[src/rtl/ctrl_pipe.sv]
`default_nettype none
// ============================================================================
// Module   : ctrl_pipe
// Purpose  : Control unit for the 5-stage core. Decodes D into a control
//            bundle, carries it through the X/M/W registers, handles load-use
//            stalls, branch flushes and the multdiv start/ready handshake.
//            Optional perf counters are enabled with CTRL_PIPE_STATS_EN.
// Revision : 1.0 - initial release
// ============================================================================
module ctrl_pipe #(
    parameter int OP_W    = 5,
    parameter int ALUOP_W = 5,
    parameter int REG_W   = 5
) (
    input  logic               clock,
    input  logic               reset,
    input  logic               in_valid,
    input  logic [OP_W-1:0]    in_op,
    input  logic [ALUOP_W-1:0] in_aluop,
    input  logic [REG_W-1:0]   in_rd,
    input  logic [REG_W-1:0]   in_rs,
    input  logic [REG_W-1:0]   in_rt,
    input  logic               flush,
    input  logic               md_ready,
    output logic               stall,
    output logic               md_start,
    output logic               x_valid,
    output logic               x_aluinb,
    output logic               x_sub,
    output logic               x_j,
    output logic               x_bne,
    output logic               x_jal,
    output logic               x_jr,
    output logic               x_bex,
    output logic               x_blt,
    output logic               x_setx,
    output logic               x_md,
    output logic               m_valid,
    output logic               m_dmwe,
    output logic               m_rwd,
    output logic               w_valid,
    output logic               w_rwe,
    output logic [REG_W-1:0]   w_waddr
`ifdef CTRL_PIPE_STATS_EN
    ,
    output logic [31:0]        perf_ld_stalls,
    output logic [31:0]        perf_md_stalls
`endif
);

    localparam logic [OP_W-1:0]    c_op_rtype = OP_W'(0);
    localparam logic [OP_W-1:0]    c_op_j     = OP_W'(1);
    localparam logic [OP_W-1:0]    c_op_bne   = OP_W'(2);
    localparam logic [OP_W-1:0]    c_op_jal   = OP_W'(3);
    localparam logic [OP_W-1:0]    c_op_jr    = OP_W'(4);
    localparam logic [OP_W-1:0]    c_op_addi  = OP_W'(5);
    localparam logic [OP_W-1:0]    c_op_blt   = OP_W'(6);
    localparam logic [OP_W-1:0]    c_op_sw    = OP_W'(7);
    localparam logic [OP_W-1:0]    c_op_lw    = OP_W'(8);
    localparam logic [OP_W-1:0]    c_op_setx  = OP_W'(21);
    localparam logic [OP_W-1:0]    c_op_bex   = OP_W'(22);
    localparam logic [ALUOP_W-1:0] c_alu_mul  = ALUOP_W'(6);
    localparam logic [ALUOP_W-1:0] c_alu_div  = ALUOP_W'(7);
    localparam logic [REG_W-1:0]   c_reg_link   = '1;
    localparam logic [REG_W-1:0]   c_reg_status = {{(REG_W-1){1'b1}}, 1'b0};

    typedef struct packed {
        logic             valid;
        logic             aluinb;
        logic             sub;
        logic             j;
        logic             bne;
        logic             jal;
        logic             jr;
        logic             bex;
        logic             blt;
        logic             setx;
        logic             md;
        logic             dmwe;
        logic             rwd;
        logic             rwe;
        logic [REG_W-1:0] waddr;
    } ctrl_t;

    typedef enum logic [0:0] {
        S_IDLE    = 1'b0,
        S_MD_BUSY = 1'b1
    } state_t;

    state_t           r_state;
    ctrl_t            r_x;
    logic             r_m_valid, r_m_dmwe, r_m_rwd, r_m_rwe;
    logic [REG_W-1:0] r_m_waddr;
    logic             r_w_valid, r_w_rwe;
    logic [REG_W-1:0] r_w_waddr;

    ctrl_t            w_dec;
    logic             w_is_r, w_is_j, w_is_bne, w_is_jal, w_is_jr, w_is_addi;
    logic             w_is_blt, w_is_sw, w_is_lw, w_is_setx, w_is_bex;
    logic             w_imm_b, w_rs_read, w_rt_read, w_load_use;
    logic [REG_W-1:0] w_dest;
    logic             w_busy, w_md_req, w_m_from_x, w_x_hold, w_x_load;

    assign w_is_r    = (in_op == c_op_rtype);
    assign w_is_j    = (in_op == c_op_j);
    assign w_is_bne  = (in_op == c_op_bne);
    assign w_is_jal  = (in_op == c_op_jal);
    assign w_is_jr   = (in_op == c_op_jr);
    assign w_is_addi = (in_op == c_op_addi);
    assign w_is_blt  = (in_op == c_op_blt);
    assign w_is_sw   = (in_op == c_op_sw);
    assign w_is_lw   = (in_op == c_op_lw);
    assign w_is_setx = (in_op == c_op_setx);
    assign w_is_bex  = (in_op == c_op_bex);

    assign w_imm_b   = w_is_addi | w_is_sw | w_is_lw;
    assign w_rs_read = ~(w_is_j | w_is_jal | w_is_setx | w_is_bex);
    assign w_rt_read = w_is_r | w_is_bne | w_is_blt | w_is_sw;
    assign w_dest    = w_is_jal ? c_reg_link : (w_is_setx ? c_reg_status : in_rd);

    always_comb begin
        w_dec = '0;
        if (in_valid) begin
            w_dec.valid  = 1'b1;
            w_dec.aluinb = w_imm_b;
            w_dec.sub    = ~w_imm_b;
            w_dec.j      = w_is_j;
            w_dec.bne    = w_is_bne;
            w_dec.jal    = w_is_jal;
            w_dec.jr     = w_is_jr;
            w_dec.bex    = w_is_bex;
            w_dec.blt    = w_is_blt;
            w_dec.setx   = w_is_setx;
            w_dec.md     = w_is_r & ((in_aluop == c_alu_mul) | (in_aluop == c_alu_div));
            w_dec.dmwe   = w_is_sw;
            w_dec.rwd    = w_is_lw;
            w_dec.waddr  = w_dest;
            // Writes to r0 are dropped at decode so no later stage sees them.
            w_dec.rwe    = (w_is_r | w_is_addi | w_is_lw | w_is_jal | w_is_setx)
                           & (w_dest != '0);
        end
    end

    // A load in X is identified by rwd; rwe already excludes r0.
    assign w_load_use = in_valid & r_x.valid & r_x.rwd & r_x.rwe &
                        ((w_rs_read & (r_x.waddr == in_rs)) |
                         (w_rt_read & (r_x.waddr == in_rt)));

    assign w_busy   = (r_state == S_MD_BUSY);
    assign w_md_req = (r_state == S_IDLE) & r_x.valid & r_x.md;

    // The mul/div stays in X from the start cycle until the ready edge;
    // when it leaves, D is still held by stall, so X refills with a bubble.
    assign w_x_hold   = w_md_req | (w_busy & ~md_ready);
    assign w_m_from_x = ((r_state == S_IDLE) & ~w_md_req) | (w_busy & md_ready);
    assign w_x_load   = (r_state == S_IDLE) & ~w_md_req & ~flush & ~w_load_use;

    assign md_start = ~reset & w_md_req;
    assign stall    = ~reset & (w_busy | (~flush & w_load_use));

    always_ff @(posedge clock) begin
        if (reset) begin
            r_state   <= S_IDLE;
            r_x       <= '0;
            r_m_valid <= 1'b0;
            r_m_dmwe  <= 1'b0;
            r_m_rwd   <= 1'b0;
            r_m_rwe   <= 1'b0;
            r_m_waddr <= '0;
            r_w_valid <= 1'b0;
            r_w_rwe   <= 1'b0;
            r_w_waddr <= '0;
        end else begin
            case (r_state)
                S_IDLE:    if (w_md_req) r_state <= S_MD_BUSY;
                S_MD_BUSY: if (md_ready) r_state <= S_IDLE;
                default:   r_state <= S_IDLE;
            endcase

            if (w_x_load)
                r_x <= w_dec;
            else if (!w_x_hold)
                r_x <= '0;

            if (w_m_from_x) begin
                r_m_valid <= r_x.valid;
                r_m_dmwe  <= r_x.dmwe;
                r_m_rwd   <= r_x.rwd;
                r_m_rwe   <= r_x.rwe;
                r_m_waddr <= r_x.waddr;
            end else begin
                r_m_valid <= 1'b0;
                r_m_dmwe  <= 1'b0;
                r_m_rwd   <= 1'b0;
                r_m_rwe   <= 1'b0;
                r_m_waddr <= '0;
            end

            r_w_valid <= r_m_valid;
            r_w_rwe   <= r_m_rwe;
            r_w_waddr <= r_m_waddr;
        end
    end

    assign x_valid  = r_x.valid;
    assign x_aluinb = r_x.aluinb;
    assign x_sub    = r_x.sub;
    assign x_j      = r_x.j;
    assign x_bne    = r_x.bne;
    assign x_jal    = r_x.jal;
    assign x_jr     = r_x.jr;
    assign x_bex    = r_x.bex;
    assign x_blt    = r_x.blt;
    assign x_setx   = r_x.setx;
    assign x_md     = r_x.md;
    assign m_valid  = r_m_valid;
    assign m_dmwe   = r_m_dmwe;
    assign m_rwd    = r_m_rwd;
    assign w_valid  = r_w_valid;
    assign w_rwe    = r_w_rwe;
    assign w_waddr  = r_w_waddr;

`ifdef CTRL_PIPE_STATS_EN
    logic [31:0] r_ld_cnt, r_md_cnt;

    always_ff @(posedge clock) begin
        if (reset) begin
            r_ld_cnt <= '0;
            r_md_cnt <= '0;
        end else begin
            if (~w_busy & ~flush & w_load_use & (r_ld_cnt != '1))
                r_ld_cnt <= r_ld_cnt + 32'd1;
            if (w_busy & (r_md_cnt != '1))
                r_md_cnt <= r_md_cnt + 32'd1;
        end
    end

    assign perf_ld_stalls = r_ld_cnt;
    assign perf_md_stalls = r_md_cnt;
`endif

endmodule
`default_nettype wire

[config.mk]
export PLATFORM = sky130hd
export DESIGN_NAME = ctrl_pipe
export DESIGN_NICKNAME = d
export VERILOG_FILES = /design/src/rtl/ctrl_pipe.sv
export SDC_FILE = /design/constraint.sdc
export NUM_CORES = 1
export LEC_CHECK = 0
export ABC_CLOCK_PERIOD_IN_PS = 2300
export BUFFER_PORTS_ARGS = -buffer_cell sky130_fd_sc_hd__buf_4
export CORE_ASPECT_RATIO = 2
export CORE_MARGIN = 2
export CORE_UTILIZATION = 40
export CTS_CLUSTER_DIAMETER = 60
export DETAILED_ROUTE_END_ITERATION = 7
export PLACE_DENSITY = 0.68
export REMOVE_ABC_BUFFERS = 1
export SYNTH_ARGS = -nofsm -noshare
export SYNTH_HDL_FRONTEND = slang
export SYNTH_SLANG_ARGS = --single-unit
[constraint.sdc]
create_clock -name clock -period 2.3 [get_ports clock]
set_input_delay 0.46 -clock clock [delete_from_list [all_inputs] [get_ports clock]]
set_output_delay 0.46 -clock clock [all_outputs]
set_load 0.05 [all_outputs]
== After elaboration in Yosys (flattened, before gate mapping) ==
Index checks and enable logic that the tools add are counted.

* Equal/unequal tests: 15
* Bitwise logic cells: 44
* Reductions and logical operators: 3
* Mux-type cells: 8

{| class="wikitable"
|+ Operators by type and width
! operator !! count
|-
| 19-bit two-way mux || 3
|-
| 5-bit by 3-bit == test with 1-bit output, second input constant || 6
|-
| 1-bit bitwise AND || 18
|-
| 1-bit bitwise OR || 17
|-
| 5-bit by 2-bit == test with 1-bit output, second input constant || 2
|-
| 5-bit == test || 2
|-
| 5-bit == test, second input constant || 2
|-
| 5-bit two-way mux || 2
|-
| 1-bit inverter || 9
|-
| 5-bit by 1-bit == test with 1-bit output, second input constant || 1
|-
| 5-bit by 4-bit == test with 1-bit output, second input constant || 1
|-
| 5-bit zero test || 1
|-
| 5-bit nonzero test || 1
|-
| 1-bit two-way mux || 2
|-
| 2-bit by 1-bit != test with 1-bit output, second input constant || 1
|-
| 1-bit case mux with 2 select lines || 1
|-
| 2-bit OR reduction || 1
|}

* Bits in registers: 36
* Output and inout bits: 23
* Word-level logic and storage cells: 94
* Input bits: 30

== Depth between registers and ports, before layout ==
* Depth after elaboration: 11
* Gate-level depth with buffers: 7
* Gate-level depth less buffers: 5

== Worst setup path after synthesis ==
Ideal clock, no wire load.

* Kind: input-to-output
* Start point: input in_rt[0]
* End point: output stall
* Buffers on the path: 0
* Stages: 5
* Slack: -0.236 ns
* Arrival: 2.076 ns
* Required time: 1.840 ns
* Path through: xor2_1 -> a2111o_1 -> nor3_2 -> o21ai_0 -> a21oi_1

* Word-level cells in the longest chain between the ends: 7

{| class="wikitable"
|+ Ends and longest elaborated chain
! what !! line !! RTL
|-
| start: declaration || 22 || <nowiki>input logic [REG_W-1:0] in_rt,</nowiki>
|-
| 5-bit == test || 147 || <nowiki>(w_rt_read & (r_x.waddr == in_rt)));</nowiki>
|-
| 1-bit bitwise AND || 147 ||
|-
| 1-bit bitwise OR || 146 || <nowiki>((w_rs_read & (r_x.waddr == in_rs)) |</nowiki>
|-
| 1-bit bitwise AND || 145 || <nowiki>assign w_load_use = in_valid & r_x.valid & r_x.rwd & r_x.rwe &</nowiki>
|-
| 1-bit bitwise AND || 159 || <nowiki>assign stall = ~reset & (w_busy | (~flush & w_load_use));</nowiki>
|-
| 1-bit bitwise OR || 159 ||
|-
| 1-bit bitwise AND || 159 ||
|-
| end: declaration || 25 || <nowiki>output logic stall,</nowiki>
|}

No other way between the ends.

== Final worst setup path ==
* Start point: register r_x[0] (netlist bit)
* End point: output stall

* Word-level cells in the longest chain between the ends: 7
* Elaborated cells between the ends (all ways): 9
* Those cells by class: 2 x eq/ne; 7 x bitwise

{| class="wikitable"
|+ Ends and longest elaborated chain
! what !! line !! RTL
|-
| start: declaration || 91 || <nowiki>ctrl_t r_x;</nowiki>
|-
| start signal: assignment || 181 || <nowiki>r_x <= w_dec;</nowiki>
|-
| 5-bit == test (on tied branches) || 146, 147 ||
|-
| 1-bit bitwise AND (on tied branches) || 146, 147 ||
|-
| 1-bit bitwise OR (*) || 146 ||
|-
| 1-bit bitwise AND (*) || 145 ||
|-
| 1-bit bitwise AND (*) || 159 ||
|-
| 1-bit bitwise OR (*) || 159 ||
|-
| 1-bit bitwise AND (*) || 159 ||
|}

Mark *: on every way between the ends. The rest lies on a longest branch, timed or not.

==> results by group <==
Timing
  – Slew HR: 0.6943
  – Final setup viols: 0
  – Final hold vios: 0
  – Final Cycle Share: 0.9670
  – Max Clock Skew: 3.123 ps
  – Fmax: 449.6 MHz
  – Measured slew at the worst slew-check pin: 456.9 ps
  – Count of final max-slew check failures: 0
  – Fin crit period: 2224 ps
  – Final WS setup: 75.90 ps

Yosys
  – Sequential share of the synthesized area: 0.4638
  – Ranking of synthesized cells by area: dfxtp_1 46%, nand2_1 4.6%, xnor2_1 4.5%, nor2b_1 4.4%, o21ai_2 3.9%
  – Top cell type's share of synthesized area: 0.4638
  – Cell Area, Synth: 1554 sq um
  – Yosys reg bits: 36
  – Count of cell types in the netlist: 41
  – Cells after Synth: 158
  – Post-synth EDFFs: 0
  – Synth warnings: 0
  – FFs w/ async S/R, synth: 0
  – Most used flip-flop cell after synthesis: dfxtp_1
  – Avg Cell Area, Syn: 9.835 sq um
  – Synth area leader: dfxtp_1

Cells and area
  – Nets: 243
  – # diodes: 0
  – Final non-filler cell total: 264
  – Multi-input gate area: 765.7 sq um
  – Largest register FFs: 8
  – FILL cells: 362
  – Share of layout cells above drive strength 1: 0.3803
  – P&R area growth vs syn: 33.74%
  – Commonest non-fill, non-tap cell in the layout: buf_4
  – Largest reg by FF count: r_x
  – Register area: 724.4 sq um
  – Most frequent cells in the layout: 56 x buf_4, 35 x dfxtp_1, 19 x nand2_1, 11 x nor2b_1, 9 x and2_1

Placed design
  – Global placement routability congestion: 0.8551
  – IO buf count: 51
  – Placed Cells: 254
  – Pre-CTS setup slack: 28.84 ps
  – DP HPWL: 2.694 mm

Routing
  – Drt total wl: 3.495 mm
  – WL met2: 1.827 mm
  – WL per Instance: 13.24 um
  – Total number of vias: 1333
  – TritonRoute pass-1 iters: 4
  – Met3 routed WL: 181 um
  – Vias per std cell: 5.049
  – Uppermost routed layer: met4
  – Post-DRT Antenna Nets: 0
  – Drt initial violations: 43
  – DR DRC count: 0
  – Met1 Routed Length: 1.328 mm

Worst setup path
  – Crit Path Category: reg -> out
  – CP required: 1840 ps
  – CP max FO: 2
  – CP Launch Type: flip-flop
  – CP arrival: 1760 ps
  – R2r startpoint: r_x[0]
  – Crit path from: r_x[0]
  – CP endpoint kind: output pin

Floorplanning
  – Starting Density: 0.4086
  – Width of the die: 48.08 um
  – Core area: 3804 sq um
  – Core Rows: 32
  – I/O pins: 53
  – Die Y-Extent: 92.15 um
  – Die ar.: 4430 sq um

CTS
  – Hold_buf cts: 0
  – Clock Tree Buf Depth: 2
  – Root buf cell: clkbuf_8
  – Clk slew on worst S/H paths: 70 ps
  – Insertion delay of the later-clocked pin in the worst-skew pair: 290 ps
  – CTS tree: built
  – Clock sink total: 36
  – H-tree Lvls: 2
  – Cts bufs inserted: 5

GRT
  – Global-route wire length before repair: 5.499 mm
  – Initial antenna violation count: 0
  – Tot GR Track Use: 0.1748
  – Largest net degree at the start of global routing: 21
  – Gr ovfl total: 0
  – Vias in the first global route: 1353

Hold path
  – Hold Crit Class: in -> reg
  – Hold Crit Start: reset

Power and ir drop
  – Leakage dissipation: 0.8788 nW
  – Seq pwr share: 0.509
  – Sw frac: 0.2297
  – Pint: 0.9640 mW
  – Tot Pwr: 1.251 mW
  – Comb power frac: 0.111
  – Peak supply drop: 0.4582 mV
  – Net Switching: 0.2874 mW
  – Power Dens Cells: 602.2 nW/um^2
  – Clock power share: 0.380

Outcome
  – Outcome: finished, final reports clean

Flow run
  – Max-Cap Viols: 0
[worst paths after layout]
kind	cells after the start	to	slack, ps
hold reg to reg	1	w_waddr[0]	440
setup / recovery	6	stall	80
hold / removal	2	w_valid	420
setup reg to reg	7	x_setx	450
[through the flow]
stage	setup TNS, ps	util	hold slack [ps]	cell area, sq um
after global routing	-2.179	0.5464	421.6	2078
after CTS	0	0.5418	419.4	2061
after floorplan	-292.3	-	413.8	1494
after global placement	0	0.5141	419.0	1956
after detailed placement	0	0.5141	425.0	1956
final	0	0.5464	418.3	2078
[synthesized netlist by cell type (2+ instances only)]
master    instances
nor2b_1          11
nor2_1            8
nor3_1            4
nor4_1            2
nand3_1           3
buf_2             2
o31ai_1           2
o21ai_0           4
clkbuf_1          3
o21ai_2           7
dfxtp_1          36
nand4_1           2
and2_1            9
nand2b_4          3
nand2_1          19
inv_1             2
nand3b_1          3
xnor2_1           8
a21oi_1           3
o41ai_2           2
a22o_1            5
[what timing repair did]
| action | in CTS | in global routing |
|---|---|---|
| gates resized for setup | 2 | 1 |
| buffers inserted | 1 | 2 |
| cloned | 0 | 0 |
| setup endpoints to repair | 1 | 1 |
| pin swaps | 1 | 5 |
[critical path: stages, from the launching register on]
cell      delay (ps)
dfxtp_4          340
xor2_1           140
a2111o_1         350
nor3_2           210
o21ai_1          100
a21oi_1          120
buf_4            210
[power groups by stage]
stage          Combinational (mW)  Clock [mW]  Sequential [mW]
5_1_grt                     0.151       0.512            0.637
2_1_floorplan              0.0523           0            0.664
3_3_place_gp                0.136           0            0.652
4_1_cts                     0.138       0.485            0.638
3_5_place_dp                0.138           0            0.652
6_report                    0.139       0.475            0.637
[final cells by class]
type | count | share of cell area
clock buffer | 7 | 0.04636
tap | 51 | 0.03070
inverter | 2 | 0.003612
multi-input combinational | 112 | 0.3685
timing repair buffer | 56 | 0.2023
sequential | 36 | 0.3486
[cells by family after synthesis]
family,Yosys count,synth area share
flip-flops,36,0.4638
buffers and inverters,10,0.04348
AND/OR/NAND/NOR,70,0.2593
XOR/XNOR,9,0.05073
AO/OA/AOI/OAI,32,0.1763
multiplexers,1,0.006441
[layer usage]
| metal | up-vias | GRT usage |
|---|---|---|
| met1 | 605 | 0.1665 |
| met3 | 14 | 0.05118 |
| met5 | - | 0 |
| met4 | 0 | 0.1149 |
| li1 | 665 | - |
| met2 | 49 | 0.2944 |
Power figures use the tool's default switching activity.
